==> src/rtl/iopmp_pkg.sv <==
// Shared iopmp types: access kind presented to the checker alongside address and source id.
package iopmp_pkg;

    typedef enum logic [1:0] {
        ACCESS_READ  = 2'd0,
        ACCESS_WRITE = 2'd1,
        ACCESS_EXEC  = 2'd2
    } iopmp_access_t;

endpackage

==> src/rtl/iopmp_txn_gate.sv <==
// Single-outstanding DMA enforcement gate: checks each request against the iopmp verdict,
// forwards allowed transactions and answers denied ones locally with SLVERR.
module iopmp_txn_gate
    import iopmp_pkg::*;
#(
    parameter int unsigned ADDR_WIDTH = 34,
    parameter int unsigned ID_WIDTH   = 10,
    parameter int unsigned SID_WIDTH  = 1,
    parameter int unsigned CNT_WIDTH  = 16
) (
    input  logic                                         clk_i,
    input  logic                                         rst_i,

    input  logic                                         s_req_valid_i,
    output logic                                         s_req_ready_o,
    input  logic [1+SID_WIDTH+8+ID_WIDTH+ADDR_WIDTH-1:0] s_req_i,

    output logic                                         m_req_valid_o,
    input  logic                                         m_req_ready_i,
    output logic [1+8+ID_WIDTH+ADDR_WIDTH-1:0]           m_req_o,

    input  logic                                         s_w_valid_i,
    input  logic                                         s_w_last_i,
    output logic                                         s_w_ready_o,
    output logic                                         m_w_valid_o,
    input  logic                                         m_w_ready_i,

    output logic [ADDR_WIDTH-1:0]                        chk_addr_o,
    output logic [SID_WIDTH-1:0]                         chk_sid_o,
    output iopmp_access_t                                chk_access_o,
    input  logic                                         chk_allow_i,

    input  logic                                         m_rsp_valid_i,
    input  logic [2:0]                                   m_rsp_i,
    output logic                                         m_rsp_ready_o,
    output logic                                         s_rsp_valid_o,
    output logic [1+ID_WIDTH+3-1:0]                      s_rsp_o,
    input  logic                                         s_rsp_ready_i,

    output logic                                         deny_o,
    output logic [CNT_WIDTH-1:0]                         deny_cnt_o
);

    localparam int unsigned REQ_W   = 1 + SID_WIDTH + 8 + ID_WIDTH + ADDR_WIDTH;
    localparam int unsigned ID_LSB  = ADDR_WIDTH;
    localparam int unsigned LEN_LSB = ID_LSB + ID_WIDTH;
    localparam int unsigned SID_LSB = LEN_LSB + 8;
    localparam int unsigned WE_BIT  = SID_LSB + SID_WIDTH;
    localparam int unsigned BEAT_W  = 9;

    typedef enum logic [2:0] {
        ST_IDLE,
        ST_CHECK,
        ST_FWD_REQ,
        ST_PASS_W,
        ST_WAIT_RSP,
        ST_DRAIN_W,
        ST_ERR_RSP
    } state_e;

    state_e                state_q, state_d;
    logic [REQ_W-1:0]      req_q, req_d;
    logic [BEAT_W-1:0]     beat_q, beat_d;
    logic                  deny_q, deny_d;
    logic [CNT_WIDTH-1:0]  deny_cnt_q, deny_cnt_d;

    logic [ADDR_WIDTH-1:0] cap_addr;
    logic [ID_WIDTH-1:0]   cap_id;
    logic [7:0]            cap_len;
    logic [SID_WIDTH-1:0]  cap_sid;
    logic                  cap_we;
    logic                  err_last;

    // Captured request fields.
    assign cap_addr = req_q[ADDR_WIDTH-1:0];
    assign cap_id   = req_q[LEN_LSB-1:ID_LSB];
    assign cap_len  = req_q[SID_LSB-1:LEN_LSB];
    assign cap_sid  = req_q[WE_BIT-1:SID_LSB];
    assign cap_we   = req_q[WE_BIT];

    // Injected writes are a single B beat; injected reads run len+1 beats.
    assign err_last = cap_we || (beat_q == {1'b0, cap_len});

    assign chk_addr_o   = cap_addr;
    assign chk_sid_o    = cap_sid;
    assign chk_access_o = cap_we ? ACCESS_WRITE : ACCESS_READ;
    assign m_req_o      = {cap_we, cap_len, cap_id, cap_addr};
    assign deny_o       = deny_q;
    assign deny_cnt_o   = deny_cnt_q;

    always_ff @(posedge clk_i) begin
        if (rst_i) begin
            state_q    <= ST_IDLE;
            req_q      <= '0;
            beat_q     <= '0;
            deny_q     <= 1'b0;
            deny_cnt_q <= '0;
        end else begin
            state_q    <= state_d;
            req_q      <= req_d;
            beat_q     <= beat_d;
            deny_q     <= deny_d;
            deny_cnt_q <= deny_cnt_d;
        end
    end

    always_comb begin
        state_d       = state_q;
        req_d         = req_q;
        beat_d        = beat_q;
        deny_d        = 1'b0;
        deny_cnt_d    = deny_cnt_q;
        s_req_ready_o = 1'b0;
        m_req_valid_o = 1'b0;
        s_w_ready_o   = 1'b0;
        m_w_valid_o   = 1'b0;
        m_rsp_ready_o = 1'b0;
        s_rsp_valid_o = 1'b0;
        s_rsp_o       = '0;

        case (state_q)
            ST_IDLE: begin
                s_req_ready_o = 1'b1;
                if (s_req_valid_i) begin
                    req_d   = s_req_i;
                    state_d = ST_CHECK;
                end
            end

            ST_CHECK: begin
                beat_d = '0;
                if (chk_allow_i) begin
                    state_d = ST_FWD_REQ;
                end else begin
                    deny_d = 1'b1;
                    if (deny_cnt_q != {CNT_WIDTH{1'b1}}) begin
                        deny_cnt_d = deny_cnt_q + CNT_WIDTH'(1);
                    end
                    state_d = cap_we ? ST_DRAIN_W : ST_ERR_RSP;
                end
            end

            ST_FWD_REQ: begin
                m_req_valid_o = 1'b1;
                if (m_req_ready_i) begin
                    state_d = cap_we ? ST_PASS_W : ST_WAIT_RSP;
                end
            end

            ST_PASS_W: begin
                m_w_valid_o = s_w_valid_i;
                s_w_ready_o = m_w_ready_i;
                if (s_w_valid_i && m_w_ready_i && s_w_last_i) begin
                    state_d = ST_WAIT_RSP;
                end
            end

            ST_WAIT_RSP: begin
                s_rsp_valid_o = m_rsp_valid_i;
                m_rsp_ready_o = s_rsp_ready_i;
                s_rsp_o       = {1'b0, cap_id, m_rsp_i};
                if (m_rsp_valid_i && s_rsp_ready_i && m_rsp_i[0]) begin
                    state_d = ST_IDLE;
                end
            end

            // Denied write: swallow the data so the master's W channel completes.
            ST_DRAIN_W: begin
                s_w_ready_o = 1'b1;
                if (s_w_valid_i && s_w_last_i) begin
                    state_d = ST_ERR_RSP;
                end
            end

            ST_ERR_RSP: begin
                s_rsp_valid_o = 1'b1;
                s_rsp_o       = {1'b1, cap_id, 2'b10, err_last};
                if (s_rsp_ready_i) begin
                    if (err_last) begin
                        state_d = ST_IDLE;
                    end else begin
                        beat_d = beat_q + BEAT_W'(1);
                    end
                end
            end

            default: begin
                state_d = ST_IDLE;
            end
        endcase
    end

endmodule

==> config.mk <==
export PLATFORM = sky130hd
export DESIGN_NAME = iopmp_txn_gate
export DESIGN_NICKNAME = d
export VERILOG_FILES = /design/src/rtl/iopmp_pkg.sv /design/src/rtl/iopmp_txn_gate.sv
export SDC_FILE = /design/constraint.sdc
export NUM_CORES = 1
export LEC_CHECK = 0
export ABC_AREA = 1
export ABC_CLOCK_PERIOD_IN_PS = 4450
export CORE_UTILIZATION = 30
export DETAILED_ROUTE_END_ITERATION = 16
export SLEW_MARGIN = 10
export SYNTH_ARGS = -nofsm -noshare
export SYNTH_HDL_FRONTEND = slang
export SYNTH_SLANG_ARGS = --single-unit
==> constraint.sdc <==
create_clock -name clk_i -period 4.45 [get_ports clk_i]
set_input_delay 1.1125 -clock clk_i [delete_from_list [all_inputs] [get_ports clk_i]]
set_output_delay 1.1125 -clock clk_i [all_outputs]
set_load 0.01 [all_outputs]
==> impl_results.rst, run 1 <==
.. list-table::
   :header-rows: 1

   * - Metric
     - Value
   * - Outcome
     - finished, final reports clean
   * - N_diodes
     - 0
   * - Dominant register cell in the synthesized netlist
     - dfxtp_1
   * - Total routing usage reported by global routing
     - between 10% and 20%
   * - Detailed-route wire length per cell
     - 13.73 µm
   * - Final Critical Period
     - 3.475 ns
   * - Placed Instances
     - ~900
   * - Iter 0 DRT Violations
     - approximately 180
   * - Pre-Repair DR Iteration Count
     - 4
   * - Leak pwr
     - approximately 2.2 nW
   * - Share of the synthesized area in the top cell type
     - around two fifths
   * - CTS Buffer Depth
     - 2
   * - Wire length of the first global-routing pass
     - about 20 mm
   * - Standard-cell rows
     - between 40 and 50
   * - Setup_tns
     - 0 ns
   * - Netlist cell types
     - 34
   * - Avg Inst Size Synth
     - ~7.0 µm²
   * - Routability-driven placement congestion ratio
     - approximately 0.80
   * - Part of the Yosys area used for sequential elements
     - just over 40%
   * - Worst setup EP type
     - output pin
   * - Most frequent cell after synthesis
     - nand2_1
   * - Overflow left after global routing
     - 0
   * - Pin count of the biggest net entering global routing
     - between 50 and 60
   * - Final std cell area, no fill
     - around 6000 µm²
   * - Initial Util
     - roughly 31%
   * - Dominant cell type by area after synthesis
     - dfxtp_1
   * - Die extent in x
     - approximately 120 µm
   * - Layout overhead on the synthesized area
     - 50.49%
   * - Data arrival time of the critical path
     - roughly 2.4 ns
   * - Maximum clock rate
     - roughly 290 MHz
   * - Instance count of the mapped netlist
     - between 500 and 600
   * - Number of pins exceeding their max-slew limit in the final report
     - 0
   * - Number of synthesized flops with an enable pin
     - 0
   * - Cell types with the largest area share after synthesis
     - dfxtp_1, nand2_1, a21oi_1
   * - Least-Margin Pin Slew
     - slightly below 1 ns
   * - Remaining routing DRC violations
     - 0
   * - Post-route clock period utilization
     - about four fifths
   * - Finish-stage setup viols
     - 0
   * - Path category of the worst min-delay check
     - reg2reg
   * - Count of antenna-violating nets left after detailed routing
     - 0
   * - Critical path start-end classification
     - in2out
   * - Number of buffers inserted by post-CTS setup repair
     - 0
   * - Power density normalized to cell area
     - between 400 and 500 nW/µm²
   * - CTS root buffer
     - clkbuf_16
   * - CP Max Fanout
     - 2
   * - Register share of total power
     - between 30% and 40%
   * - Clock transition at the registers of the reported paths
     - roughly 0.06 ns
   * - Startpoint types
     - input port
   * - Worst hold margin
     - roughly 0.48 ns
   * - Via count of the first global-routing pass
     - ~4100
   * - Final std cells w/o fill
     - ~910
   * - Final clock skew
     - between 0.008 and 0.009 ns
   * - Final WS setup
     - roughly 1 ns
   * - Overall via count from detail_route
     - about 4200
   * - Relative slew margins
     - around a third
   * - Clock net sink count
     - a little over 80
   * - Clock buffers created by TritonCTS
     - 9
   * - Proportion of power drawn by the clock network
     - between 20 and 25%
   * - Final hold vios
     - 0
   * - Switching Power
     - about 1.1 mW
   * - Syn. warnings
     - 0
   * - Y dimension of the die
     - between 100 and 150 µm
   * - Synthesized area
     - 4081 µm²
   * - Share of layout cells above drive strength 1
     - approximately 5.1%
   * - Port buffer count
     - 192
   * - Total of fill cells in the finished design
     - between 1000 and 1500
   * - CTS H-tree lvls
     - 3
   * - Placeable core area
     - 13240 µm²
   * - Worst skew pair latency
     - 0.33 ns
   * - # nets final
     - about 800
   * - Internal power summed over all cells
     - 1.880 mW
   * - Post-detailed-placement cell area
     - a little under 6000 µm²
   * - Data required time of the worst path
     - roughly 3.3 ns
   * - Post-synthesis net count
     - roughly 650
   * - Fraction of registers with async set or reset after synthesis
     - 0%
   * - Hpwl dp
     - just under 9 mm
   * - Combined area of the multi-input logic cells
     - ~1800 µm²
   * - Number of top-level design ports
     - slightly below 200
   * - Combinational fraction of design power
     - roughly 40%
   * - Max IR drop VDD
     - 211.3 µV
   * - Post-place setup slack
     - 0.9788 ns
   * - Synth cell count leaders
     - nand2_1, dfxtp_1, a21oi_1
   * - Clock tree from TritonCTS
     - built
   * - Number of gates resized after cts
     - 0
   * - Max cap viols
     - 0
   * - Number of buffers added to fix hold violations after cts
     - 0
   * - Initial antenna violation count
     - 0
   * - Aggregate routed wire length
     - between 10 and 15 mm
   * - Drt via density
     - around 4.7
   * - Flip-flop and latch count after synthesis
     - 83
   * - Setup repair after global routing missed its margin
     - no
   * - Switching power as a share of total power
     - a little over a third
   * - Sequential cell area
     - 1662 µm²
   * - DIE AREA
     - 14080 µm²
-- registers in the layout, summed over array words and instances, names as in the netlist --
name and count:
beat_q 9, deny_cnt_o 16, deny_o 1, req_q 54, state_q 3
-- power by group through the flow --
stage	Sequential [mW]	Combinational (mW)	Clock, mW
after floorplan	1.06	0.667	0
after global placement	1.03	1.20	0
after detailed placement	1.04	1.21	0
after CTS	1.02	1.22	0.731
after global routing	1.04	1.32	0.762
final	1.02	1.21	0.712
-- cells by family after synthesis --
group	share of synthesized area [%]
AOI/OAI and AO/OA	15.11
xor gates and xnor gates	0.6439
adders and majority gates	0.6130
buffers and inverters	15.39
DFF	40.71
other	0.09188
and+or+nand+nor	27.44
-- routing by layer --
layer,share of wire [%],vias to the layer above,GRT usage (%),wire length [µm]
met3,5.7,9,3.958,705
met5,0,-,0,0
met2,49,118,29.42,6072
met1,45,1949,21.96,5552
li1,-,2147,-,-
met4,0.88,0,5.459,110
-- cell type report --
class                   count  share of cell area, %
clock inverters             2                 0.1630
well taps                 176                  3.585
clock buffers              13                  4.400
flip-flops and latches     83                  27.05
multi-input cells         374                  29.31
repair buffers            196                  31.70
inverters                  62                  3.789
-- path summary, 6_finish.rpt --
path	from	endpoint	slack [ns]	cells past startpoint
setup reg to reg	state_q[1]	req_q[30]	2.01	6
setup / recovery	m_rsp_i[0]	s_rsp_o[0]	0.97	4
hold / removal	req_q[52]	req_q[52]	0.48	2
hold reg to reg	req_q[52]	req_q[52]	0.48	2
-- stage by stage --
step	power (mW)	util, %
after global placement	2.235	44.26
after detailed placement	2.251	44.26
after global routing	3.128	46.38
final	2.943	46.38
after floorplan	1.723	-
after CTS	2.975	46.38
-- cells in the final DEF, fill, tap and decap left out, types with 2 or more instances in the layout --
cell type,n
a21oi_1,81
buf_4,4
clkbuf_16,9
clkbuf_8,3
clkdlybuf4s50_1,191
clkinv_2,2
dfxtp_1,83
ha_1,2
inv_1,57
inv_2,5
nand2_1,109
nand2_2,5
nand3_1,61
nand3_2,2
nand4_1,5
nor2_1,42
nor2_4,3
nor3_1,11
nor3b_1,3
nor4_1,3
o21ai_0,24
o21ai_1,9
xnor2_1,2
-- worst max-delay path, stage by stage --
cell and delay [ns]:
clkdlybuf4s50_1 0.47, inv_1 0.06, o22ai_1 0.15, clkdlybuf4s50_1 0.56
No activity file was read; power rests on OpenSTA's default activity.
==> run 2, diff against run 1 <==
Settings changed: ABC_CLOCK_PERIOD_IN_PS 4450 to 3600.
Clock period 4.45 ns to 3.6 ns, I/O delays scaled along.
==> run 2 against run 1 <==
Against the previous run:
- clock skew fell by 0.0040 ns
- sequential power is 24% higher
- first-iteration DRC count decreased by 13%
- die area stayed put
- flip-flop and latch count is the same
- power rose by 25%
- register-to-register slack got worse by 0.44 ns
- critical path type is now reg2out
- critical endpoint unchanged
- largest power group unchanged
==> impl_results.rst, run 2 (synthesis results as in run 1) <==
.. list-table::
   :header-rows: 1

   * - Metric
     - Value
   * - Data arrival time of the critical path
     - 2.33 ns (-0.03 ns)
   * - Setup repair after global routing missed its margin
     - no
   * - Buf+Inv Stages, Crit Path
     - 2 (-1)
   * - Routability-driven placement congestion ratio
     - 0.7873 (-2.0%)
   * - Final hold vios
     - 0 (unchanged)
   * - Number of pins exceeding their max-slew limit in the final report
     - 0 (unchanged)
   * - Post-route clock period utilization
     - 89.72%
   * - Standard-cell rows
     - 42 (unchanged)
   * - CTS Buffer Depth
     - 2 (unchanged)
   * - Launching point of the worst reg2reg path
     - state_q[1]
   * - Worst reg-to-reg path cell count
     - 11 (+5)
   * - Layout overhead on the synthesized area
     - 50.89%
   * - Last element of the critical path
     - s_rsp_o[0]
   * - CTS root buffer
     - clkbuf_16
   * - Worst skew pair latency
     - 0.34 ns (about the same)
   * - Post-detailed-placement cell area
     - 5882 µm² (+0.34%)
   * - Slowest-stage cell, CP
     - clkdlybuf4s50_1
   * - Clock net sink count
     - 83 (unchanged)
   * - Cell family with most CP delay
     - buffers and inverters
   * - Number of buffers inserted by post-CTS setup repair
     - 0 (unchanged)
   * - CP Depth
     - 5 (+1)
   * - Hpwl dp
     - 8.995 mm (+0.82%)
   * - Final clock skew
     - 0.004279 ns (-0.003999 ns)
   * - Worst stage delay on the critical path
     - 0.57 ns (about the same)
   * - Number of flip-flops in the largest register
     - 54 (unchanged)
   * - CTS H-tree lvls
     - 3 (unchanged)
   * - Total of fill cells in the finished design
     - 1333 (-2.1%)
   * - Startpoint types
     - flip-flop
   * - Worst reg2reg setup slack
     - 1.57 ns (-0.44 ns)
   * - Power density normalized to cell area
     - 596.0 nW/µm² (+24%)
   * - Drt via density
     - 4.703 (+0.91%)
   * - N_diodes
     - 0 (unchanged)
   * - Critical path start-end classification
     - reg2out
   * - Clock transition at the registers of the reported paths
     - 0.06 ns (about the same)
   * - Path category of the worst min-delay check
     - reg2reg
   * - Number of gates resized after cts
     - 0 (unchanged)
   * - Placeable core area
     - 13240 µm² (unchanged)
   * - Overall via count from detail_route
     - 4266 (+1.0%)
   * - Worst setup EP type
     - output pin
   * - Share of layout cells above drive strength 1
     - 4.925% (-0.14 points)
   * - CP Max Fanout
     - 13 (+11)
   * - Sequential cell area
     - 1662 µm² (unchanged)
   * - Worst hold margin
     - 0.4660 ns (-0.009098 ns)
   * - Initial Util
     - 30.82% (unchanged)
   * - Wire length of the first global-routing pass
     - 19.82 mm (-0.42%)
   * - Die extent in x
     - 118.6 µm (unchanged)
   * - Pin count of the biggest net entering global routing
     - 51 (unchanged)
   * - Number of top-level design ports
     - 194 (unchanged)
   * - Iter 0 DRT Violations
     - 160 (-13%)
   * - Maximum clock rate
     - ~310 MHz
   * - Detailed-route wire length per cell
     - 13.81 µm (+0.60%)
   * - Most flop-heavy register
     - req_q
   * - Post-place setup slack
     - 0.5584 ns (-0.4204 ns)
   * - Final Critical Period
     - roughly 3.2 ns
   * - Least-Margin Pin Slew
     - 0.9659 ns (-0.02901 ns)
   * - Number of buffers added to fix hold violations after cts
     - 0 (unchanged)
   * - Via count of the first global-routing pass
     - 3978 (-1.8%)
   * - Setup_tns
     - 0 ns (unchanged)
   * - Most common cell after layout, fill and taps aside
     - clkdlybuf4s50_1
   * - Relative slew margins
     - 35.54% (+1.9 points)
   * - Y dimension of the die
     - 118.6 µm (unchanged)
   * - # nets final
     - 796 (+0.13%)
   * - Pre-Repair DR Iteration Count
     - 6 (+2)
   * - Data required time of the worst path
     - 2.70 ns (-0.64 ns)
   * - Aggregate routed wire length
     - 12.53 mm (+0.72%)
   * - Final WS setup
     - 0.3701 ns (-0.6045 ns)
   * - Max IR drop VDD
     - 251.0 µV (+19%)
   * - Combined area of the multi-input logic cells
     - 1800 µm² (unchanged)
   * - Most frequent cells in the layout
     - clkdlybuf4s50_1, nand2_1, dfxtp_1
   * - Total power consumption of the routed design
     - 3.670 mW (+25%)
   * - Count of antenna-violating nets left after detailed routing
     - 0 (unchanged)
   * - Clock tree from TritonCTS
     - built
   * - Total routing usage reported by global routing
     - 17.53% (+0.075 points)
   * - Capture instance of the worst register-to-register path
     - state_q[0]
   * - Final std cell area, no fill
     - 6158 µm² (+0.26%)
   * - Cells traversed along the worst timing path
     - nand2_1, nor2_1, inv_1, o22ai_1, clkdlybuf4s50_1
   * - DIE AREA
     - 14080 µm² (unchanged)
   * - Initial antenna violation count
     - 0 (unchanged)
   * - Leak pwr
     - 2.230 nW (+0.22%)
   * - Launch point of the critical path
     - state_q[2]
   * - Max cap viols
     - 0 (unchanged)
   * - Port buffer count
     - 192 (unchanged)
   * - Clock buffers created by TritonCTS
     - 9 (unchanged)
   * - Overflow left after global routing
     - 0 (unchanged)
   * - Remaining routing DRC violations
     - 0 (unchanged)
   * - Finish-stage setup viols
     - 0 (unchanged)
   * - Outcome
     - finished, final reports clean
-- run 2: changes by cell type in the layout (fill, tap and decap cells not counted) --
cell,before,now
buf_12,0,1
bufinv_16,0,1
clkbuf_1,1,3
clkbuf_8,3,0
-- run 2: per-layer routing --
layer | track usage (%) | vias up | wire [µm]
met2 | 28.47 | 133 | 5902
met4 | 8.149 | 0 | 303
met3 | 3.861 | 21 | 701
li1 | - | 2159 | -
met5 | 0 | - | 0
met1 | 22.00 | 1953 | 5622
-- run 2: worst min-delay path by stage --
stage	start	endpoint	slack (ns)	depth (start not counted)
CTS	req_q[52]	req_q[52]	0.47	2
global route	req_q[52]	req_q[52]	0.49	2
global placement	req_q[52]	req_q[52]	0.45	2
finish	req_q[52]	req_q[52]	0.47	2
detailed placement	req_q[52]	req_q[52]	0.46	2
floorplan	beat_q[4]	beat_q[4]	0.47	2
-- run 2: area by class of cell --
cell class	instances	area share (%)
timing repair buffer	197	31.94
multi-input combinational	374	29.24
sequential	83	26.98
clock buffer	12	3.840
inverter	62	3.779
tap	176	3.576
clock inverter	3	0.6501
-- run 2: per-stage QoR --
step | instances | util (%)
global route | 907 | 46.50
finish | 907 | 46.50
detailed placement | 892 | 44.42
CTS | 907 | 46.50
global placement | 892 | 44.42
floorplan | 584 | -
-- run 2: power by group --
group | switching [mW] | total (mW) | internal, mW | leakage, nW
combinational | 0.794 | 1.52 | 0.723 | 1.42
sequential | 0.167 | 1.26 | 1.10 | 0.678
clock | 0.356 | 0.888 | 0.532 | 0.136
-- run 2: worst reg2reg max path: stages, from the launching register on --
cell and delay, ns:
dfxtp_1 0.45, nor3_4 0.35, buf_4 0.43, nand2_1 0.10
o21ai_1 0.10, nor2_1 0.06, nand2_1 0.09, inv_2 0.05
nand2_1 0.11, nand2_1 0.06, nand2_1 0.06, nor2_1 0.04
==> run 3, diff against run 2 <==
Settings changed: SKIP_LAST_GASP set to 1.
==> results of run 3 <==
Final layout, timing and power as in run 2 (identical DEF).
